**config.mk**
```make
export PLATFORM = sky130hd
export DESIGN_NAME = clock_gate_ctrl
export DESIGN_NICKNAME = d
export VERILOG_FILES = /design/src/rtl/clock_gate_pkg.sv /design/src/rtl/clock_gate_timer.sv /design/src/rtl/clock_gate_ctrl.sv
export SDC_FILE = /design/constraint.sdc
export NUM_CORES = 1
export LEC_CHECK = 0
export CAP_MARGIN = 20
export CELL_PAD_IN_SITES_DETAIL_PLACEMENT = 1
export CELL_PAD_IN_SITES_GLOBAL_PLACEMENT = 1
export CORE_ASPECT_RATIO = 0.7
export CORE_MARGIN = 8
export CORE_UTILIZATION = 47
export CTS_BUF_LIST = sky130_fd_sc_hd__clkbuf_4 sky130_fd_sc_hd__clkbuf_8
export CTS_CLUSTER_DIAMETER = 100
export CTS_CLUSTER_SIZE = 10
export DETAILED_ROUTE_END_ITERATION = 8
export DONT_BUFFER_PORTS = 1
export HOLD_SLACK_MARGIN = 0.05
export PLACE_DENSITY = 0.78
export SLEW_MARGIN = 5
export SYNTH_ARGS = -nofsm -noshare
export SYNTH_HDL_FRONTEND = slang
export SYNTH_HIERARCHICAL = 1
export SYNTH_SLANG_ARGS = --single-unit
```
**constraint.sdc**
```tcl
create_clock -name i_clock -period 3.3 [get_ports i_clock]
set_clock_uncertainty 0.05 [all_clocks]
set_input_delay 0.66 -clock i_clock [delete_from_list [all_inputs] [get_ports i_clock]]
set_output_delay 0.66 -clock i_clock [all_outputs]
set_load 0.005 [all_outputs]
```
**src/rtl/clock_gate_pkg.sv**
```systemverilog
// Shared types and constants for the gated-clock controller.
package clock_gate_pkg;

  typedef enum logic [1:0] {
    RUN   = 2'd0,
    DRAIN = 2'd1,
    OFF   = 2'd2,
    WAKE  = 2'd3
  } cg_state_t;

  localparam int CG_STATS_W = 16;

endpackage

```
**src/rtl/clock_gate_timer.sv**
```systemverilog
// Loadable up-counter with a runtime terminal compare, shared by the idle and wake phases.
module clock_gate_timer #(
  parameter int CNT_W = 8
) (
  input  logic             i_clock,
  input  logic             i_reset,
  input  logic             i_clear,
  input  logic             i_load,
  input  logic [CNT_W-1:0] i_load_val,
  input  logic             i_inc,
  input  logic [CNT_W-1:0] i_terminal,
  output logic             o_at_terminal
);

  logic [CNT_W-1:0] count_q;
  logic [CNT_W-1:0] count_d;

  assign o_at_terminal = (count_q == i_terminal);

  // Holds at the terminal value so the count can never run past it or wrap.
  always_comb begin
    count_d = count_q;
    if (i_clear) begin
      count_d = '0;
    end else if (i_load) begin
      count_d = i_load_val;
    end else if (i_inc && !o_at_terminal) begin
      count_d = count_q + 1'b1;
    end
  end

  always_ff @(posedge i_clock) begin
    if (i_reset) begin
      count_q <= '0;
    end else begin
      count_q <= count_d;
    end
  end

endmodule

```
**src/rtl/clock_gate_ctrl.sv**
```systemverilog
// Gated-clock enable controller: idle detection, sleep handshake, wake with settle.
// Optional gate-off event counter enabled by defining CLOCK_GATE_STATS_EN.
module clock_gate_ctrl
  import clock_gate_pkg::*;
#(
  parameter int IDLE_CYCLES = 16,
  parameter int WAKE_CYCLES = 2,
  parameter int CNT_W       = 8
) (
  input  logic                  i_clock,
  input  logic                  i_reset,
  input  logic                  i_busy,
  input  logic                  i_force_on,
  input  logic                  i_wake_req,
  input  logic                  i_sleep_ack,
  output logic                  o_sleep_req,
  output logic                  o_clock_en,
  output logic                  o_wake_ack,
  output logic [1:0]            o_state,
  output logic [CG_STATS_W-1:0] o_gate_count
);

  localparam logic [CNT_W-1:0] IDLE_TERM = CNT_W'(IDLE_CYCLES - 1);
  localparam logic [CNT_W-1:0] WAKE_TERM = CNT_W'(WAKE_CYCLES - 1);

  cg_state_t        state_q, state_d;
  logic             clock_en_q, clock_en_d;
  logic             sleep_req_q, sleep_req_d;
  logic             wake_ack_q, wake_ack_d;
  logic             idle;
  logic             tmr_clear;
  logic             tmr_inc;
  logic [CNT_W-1:0] tmr_terminal;
  logic             tmr_at_term;

  assign idle = !i_busy && !i_wake_req && !i_force_on;

  clock_gate_timer #(
    .CNT_W(CNT_W)
  ) u_timer (
    .i_clock      (i_clock),
    .i_reset      (i_reset),
    .i_clear      (tmr_clear),
    .i_load       (1'b0),
    .i_load_val   ({CNT_W{1'b0}}),
    .i_inc        (tmr_inc),
    .i_terminal   (tmr_terminal),
    .o_at_terminal(tmr_at_term)
  );

  // Outputs are computed for the next state so they register alongside it.
  always_comb begin
    state_d      = state_q;
    clock_en_d   = 1'b1;
    sleep_req_d  = 1'b0;
    wake_ack_d   = 1'b0;
    tmr_clear    = 1'b1;
    tmr_inc      = 1'b0;
    tmr_terminal = IDLE_TERM;
    case (state_q)
      RUN: begin
        if (idle) begin
          if (tmr_at_term) begin
            state_d     = DRAIN;
            sleep_req_d = 1'b1;
          end else begin
            tmr_clear = 1'b0;
            tmr_inc   = 1'b1;
          end
        end
      end
      DRAIN: begin
        if (!idle) begin
          state_d = RUN;
        end else if (i_sleep_ack) begin
          state_d    = OFF;
          clock_en_d = 1'b0;
        end else begin
          sleep_req_d = 1'b1;
        end
      end
      OFF: begin
        if (i_wake_req || i_force_on) begin
          state_d = WAKE;
        end else begin
          clock_en_d = 1'b0;
        end
      end
      WAKE: begin
        tmr_terminal = WAKE_TERM;
        if (tmr_at_term) begin
          state_d    = RUN;
          wake_ack_d = 1'b1;
        end else begin
          tmr_clear = 1'b0;
          tmr_inc   = 1'b1;
        end
      end
      default: begin
        state_d = RUN;
      end
    endcase
  end

  always_ff @(posedge i_clock) begin
    if (i_reset) begin
      state_q     <= RUN;
      clock_en_q  <= 1'b1;
      sleep_req_q <= 1'b0;
      wake_ack_q  <= 1'b0;
    end else begin
      state_q     <= state_d;
      clock_en_q  <= clock_en_d;
      sleep_req_q <= sleep_req_d;
      wake_ack_q  <= wake_ack_d;
    end
  end

  assign o_state     = state_q;
  assign o_clock_en  = clock_en_q;
  assign o_sleep_req = sleep_req_q;
  assign o_wake_ack  = wake_ack_q;

`ifdef CLOCK_GATE_STATS_EN
  logic [CG_STATS_W-1:0] gate_count_q, gate_count_d;
  logic                  gate_evt;

  assign gate_evt = (state_q == DRAIN) && (state_d == OFF);

  always_comb begin
    gate_count_d = gate_count_q;
    if (gate_evt && (gate_count_q != {CG_STATS_W{1'b1}})) begin
      gate_count_d = gate_count_q + 1'b1;
    end
  end

  always_ff @(posedge i_clock) begin
    if (i_reset) begin
      gate_count_q <= '0;
    end else begin
      gate_count_q <= gate_count_d;
    end
  end

  assign o_gate_count = gate_count_q;
`else
  assign o_gate_count = '0;
`endif

endmodule

```
=== Word level (Yosys, flattened, before mapping) ===
Cells that the tools add are included.

* Logic and storage cells: 49
* Output and inout bits: 21
* Register bits: 13
* Memory bits (writable): 0
* Memories kept: 0
* Bits in read-only memories: 0
* Latch bits: 0

* Divide/modulo/power cells: 0
* Shift-type cells: 0
* Eq/ne operators: 9
* Mux-type cells: 21
* Reduce and logical (&&, ||, !) cells: 12
* $add $sub $neg: 1
* Bitwise gates (word level): 1
* Order comparisons: 0
* $mul: 0

{| class="wikitable"
|+ Operators by type and width
! cell !! count
|-
| $mux W2 || 6
|-
| $mux W1 || 9
|-
| $add A8 B1 Y8 const B || 1
|-
| $eq A8 B4 Y1 || 1
|-
| $pmux W1 S2 || 4
|-
| $pmux W2 S4 || 1
|-
| $reduce_and A5 Y1 || 1
|-
| $eq A2 B2 Y1 const B || 2
|-
| $logic_not A1 Y1 || 4
|-
| $mux W4 || 1
|-
| $ne A2 B1 Y1 const B || 2
|-
| $ne A2 B2 Y1 const B || 2
|-
| $reduce_or A2 Y1 || 2
|-
| $logic_and A1 B1 Y1 || 3
|-
| $ne A3 B3 Y1 const B || 1
|-
| $eq A2 B1 Y1 const B || 1
|-
| $logic_not A2 Y1 || 1
|-
| $logic_or A1 B1 Y1 || 1
|-
| $not A1 Y1 || 1
|}

=== Depth between registers and ports, before layout ===
* Depth after elaboration: 7
* Mapped depth: 11

=== Cells and area by module ===
Netlist, hierarchy kept.

{| class="wikitable"
|+ By module, submodules not included
! module !! times used !! cells each !! sequential area each (µm²) !! area each (µm²)
|-
| clock_gate_timer || 1 || 62 || 160.2 || 538.0
|-
| clock_gate_ctrl || 1 || 56 || 100.1 || 467.9
|}

=== Least setup slack after synthesis ===
Ideal clock, no wire load.

* Path kind: register -> register
* From: register state_q[0] (netlist: o_state[0])
* To: register u_timer.count_q[7]
* Data arrival time: 2402 ps
* Library setup time: 74 ps
* Setup slack: 774 ps
* Clock period less this slack: 2526 ps
* Cell stages (with the launch flop): 12
* Path buffers: 0
* Cell sequence: dfxtp_1 > ha_1 > inv_1 > xnor2_1 > nand4_4 > nor2_1 > nor3_1 > and3_1 > and4_2 > o21ai_2 > or3_1 > a31oi_1

* Cells in the longest elaborated chain, start to end: 7

{| class="wikitable"
|+ Ends and longest elaborated chain
! item !! line !! RTL
|-
| start: declaration || clock_gate_ctrl.sv:26 || <nowiki>cg_state_t state_q, state_d;</nowiki>
|-
| start signal: assignment || clock_gate_ctrl.sv:112 || <nowiki>state_q <= state_d;</nowiki>
|-
| $eq A2 B2 Y1 (*) || clock_gate_ctrl.sv:60 || <nowiki>case (state_q)</nowiki>
|-
| $mux W4 (*) || clock_gate_ctrl.sv:60 ||
|-
| via tmr_terminal[1] || clock_gate_ctrl.sv:33 || <nowiki>logic [CNT_W-1:0] tmr_terminal;</nowiki>
|-
| $eq A8 B4 Y1 (*) || clock_gate_timer.sv:18 || <nowiki>assign o_at_terminal = (count_q == i_terminal);</nowiki>
|-
| via tmr_at_term || clock_gate_ctrl.sv:34 || <nowiki>logic tmr_at_term;</nowiki>
|-
| $mux W1 (*) || clock_gate_ctrl.sv:63, clock_gate_ctrl.sv:91 ||
|-
| $mux W1 || clock_gate_ctrl.sv:62 || <nowiki>if (idle) begin</nowiki>
|-
| $pmux W1 S2 (*) || clock_gate_ctrl.sv:60 ||
|-
| via tmr_inc || clock_gate_ctrl.sv:32 || <nowiki>logic tmr_inc;</nowiki>
|-
| $logic_and A1 B1 Y1 (*) || clock_gate_timer.sv:27 || <nowiki>end else if (i_inc && !o_at_terminal) begin</nowiki>
|-
| end signal: assignment || clock_gate_timer.sv:36 || <nowiki>count_q <= count_d;</nowiki>
|-
| end: declaration || clock_gate_timer.sv:15 || <nowiki>logic [CNT_W-1:0] count_q;</nowiki>
|}

Mark *: on every way through the listed nets, which the timed path passes. The rest lies on a longest branch.
A chain may end at the register's enable or synchronous reset.

=== Worst setup path in the final report ===
Ends and elaborated chain as after synthesis.

==> results.cfg <==
[status]
outcome = completed

[synthesis]
ys_seq_elements = 13
yosys_warnings = 6
synth_area_leaders = dfxtp_1 (26%), buf_4 (12%), xnor2_1 (7.0%)
synth_cell_types = 33
synth_top_area_cell = dfxtp_1
synth_area_um2 = 1010
ys_seq_area_share_pct = 25.9
synth_top_area_share_pct = 25.9
synthArstFlopShare_pct = 0
syn_area_per_cell_um2 = 8.53
synthFlopType = dfxtp_1
synthesis.instances = 118
synth-edff-count = 0

[worst_hold_path]
hold_depth = 1
holdCritPathClass = primary input to flop

[critical_path]
crit_end = u_timer/count_q[7]
critPathLaunch = o_state[0]
crit_type = flop to flop
r2r_start = o_state[0]
r2r_cells = 11
cp_max_fo = 7
arrival_ps = 3110
critPathRequiredTime_ps = 3460
critPathLaunchType = flop
r2r_setup_slack_ps = 350
end_kind = flop
r2r_end = u_timer/count_q[7]

[timing]
hold_viol_final = 0
rsz0062_at_grt = no
fin_tns_setup_ps = 0
layout_setup_ws_ps = 348
hold_slack_ps = 398
period_share_pct = 89.4
relSlewSlack_pct = 65.3
fmax_ghz = 0.339
final-setup-viol-count = 0
drv_slew = 0
fin_crit_ps = 2950
worstMarginPinSlew_ps = 518

[floorplan]
rows = 14
dieHeight_um = 54.7
dieArea_um2 = 3900
io_pins = 27
die_x_um = 71.3
initial_utilization_pct = 48.3
core_um2 = 2080

[finish]
syn2layout_area_growth_pct = 4.10
drive_gt1_share_pct = 9.77
fin_cells = 157
layout_commonest_cell = conb_1
ff_latch_area_um2 = 260
mostFrequentLayoutCells = conb_1 (30), dfxtp_1 (13), a21oi_1 (11)
multi_input_area_um2 = 704
filler_cell_count = 272
layout.nets = 145
diodes = 0

[clock_tree]
htreeDepth = 1
root_buffer = clkbuf_4
cts_sinks = 13
hold_buffers = 0
clk_pin_slew_ps = 80
cts_max_path_buffers = 2
insertion_delay_ps = 280
cts_resized = 0
cts_setup_buffers = 0
cts_tree = done
cts_buffers = 3

[power]
max-vdd-ir-drop_mv = 0.234
powerDensity_nw_per_um2 = 328
power_mw = 0.343
power.leakage_nw = 0.408

[grt]
antenna_found_initial = 0
grt_max_degree = 17
overflow = 0
grt_usage_pct = 12.1
first_global_vias = 844
grt_pass1_wl_um = 3710

[place]
portBuffers = 0
post-place-cells = 153
place_ws_ps = 374
dp_hpwl_um = 1770
gp_congestion = 0.865

[flow_run]
max_cap_violations = 0

[detailed_routing]
drt-vias-per-instance = 4.96
drt-total-wl_um = 2220
wl_met2_um = 968
wl_met3_um = 157
wl_per_cell_um = 14.2
initialDrtViolationCount = 16
wl_met1_um = 1100
routed-via-count = 779
final_antenna_net_count = 0
drcViolationCount = 0
highest_layer = met3
drt_pass1_iterations = 4
## cell usage after synthesis (2+ instances only)
library cell,number
a21oi_1,11
a31oi_1,2
buf_4,16
conb_1,2
dfxtp_1,13
ha_1,5
inv_1,6
nand2_1,7
nand4_4,2
nor2_1,5
nor3_1,3
nor3b_1,2
o21ai_0,10
o21ai_1,2
o21ai_2,2
xnor2_1,8
xor2_1,6
## state kept, by name (all words and copies together) (netlist names), named ones only
register / cells
u_timer/count_q: 8
o_clock_en: 1
o_sleep_req: 1
o_state: 1
o_wake_ack: 1
## report_power, final
group | switching [mW] | leakage [nW] | internal, mW
combinational | 0.0396 | 0.284 | 0.0229
clock | 0.0526 | 0.0184 | 0.0551
sequential | 0.00963 | 0.105 | 0.164
## metrics by stage
| stage | instance area, um^2 | util [%] |
|---|---|---|
| after floorplan | 1110 | - |
| after global placement | 1020 | 48.8 |
| after detailed placement | 1020 | 48.8 |
| after CTS | 1050 | 50.2 |
| after global routing | 1050 | 50.2 |
| final | 1050 | 50.2 |
## per-layer routing
metal / vias up / global-route usage, %
met5: - / 0
met4: 0 / 3.42
met3: 0 / 5.12
met2: 27 / 20.9
met1: 354 / 13.7
li1: 398 / -
## layout make-up
cell class                 count  area share (%)
clock buffer                   4            2.87
inverter                       6            2.15
multi-input combinational    110            67.3
sequential                    13            24.9
tap                           24            2.87
## worst max-delay path: stages (launching register included)
cell and delay [ps]:
dfxtp_1 480, ha_1 290, inv_1 140, xnor2_1 180, nand4_4 160, nor2_1 110, nor3_1 360, and3_1 240
and4_2 250, o21ai_2 80, or3_1 380, a31oi_1 170
## kinds of logic (layout without fill, tap and decap cells)
logic type                 Yosys count  after routing  synth area share, %
other                                2             30                0.747
DFF                                 13             13                 25.9
buffers and inverters               23             10                 14.6
AOI/OAI and AO/OA                   34             34                 21.6
and+or+nand+nor                     26             26                 17.8
adders and majority gates            5              5                 6.22
muxes                                1              1                0.995
xor gates and xnor gates            14             14                 12.2
## how the worst min path moves through the flow
stage                             from                 end  slack, ps
floorplan           u_timer/count_q[7]  u_timer/count_q[7]        440
global placement    u_timer/count_q[7]  u_timer/count_q[7]        460
detailed placement  u_timer/count_q[7]  u_timer/count_q[7]        500
CTS                            i_reset         o_sleep_req        390
global route                   i_reset          o_wake_ack        370
finish                         i_reset         o_sleep_req        400
No activity file was read; power rests on OpenSTA's default activity.
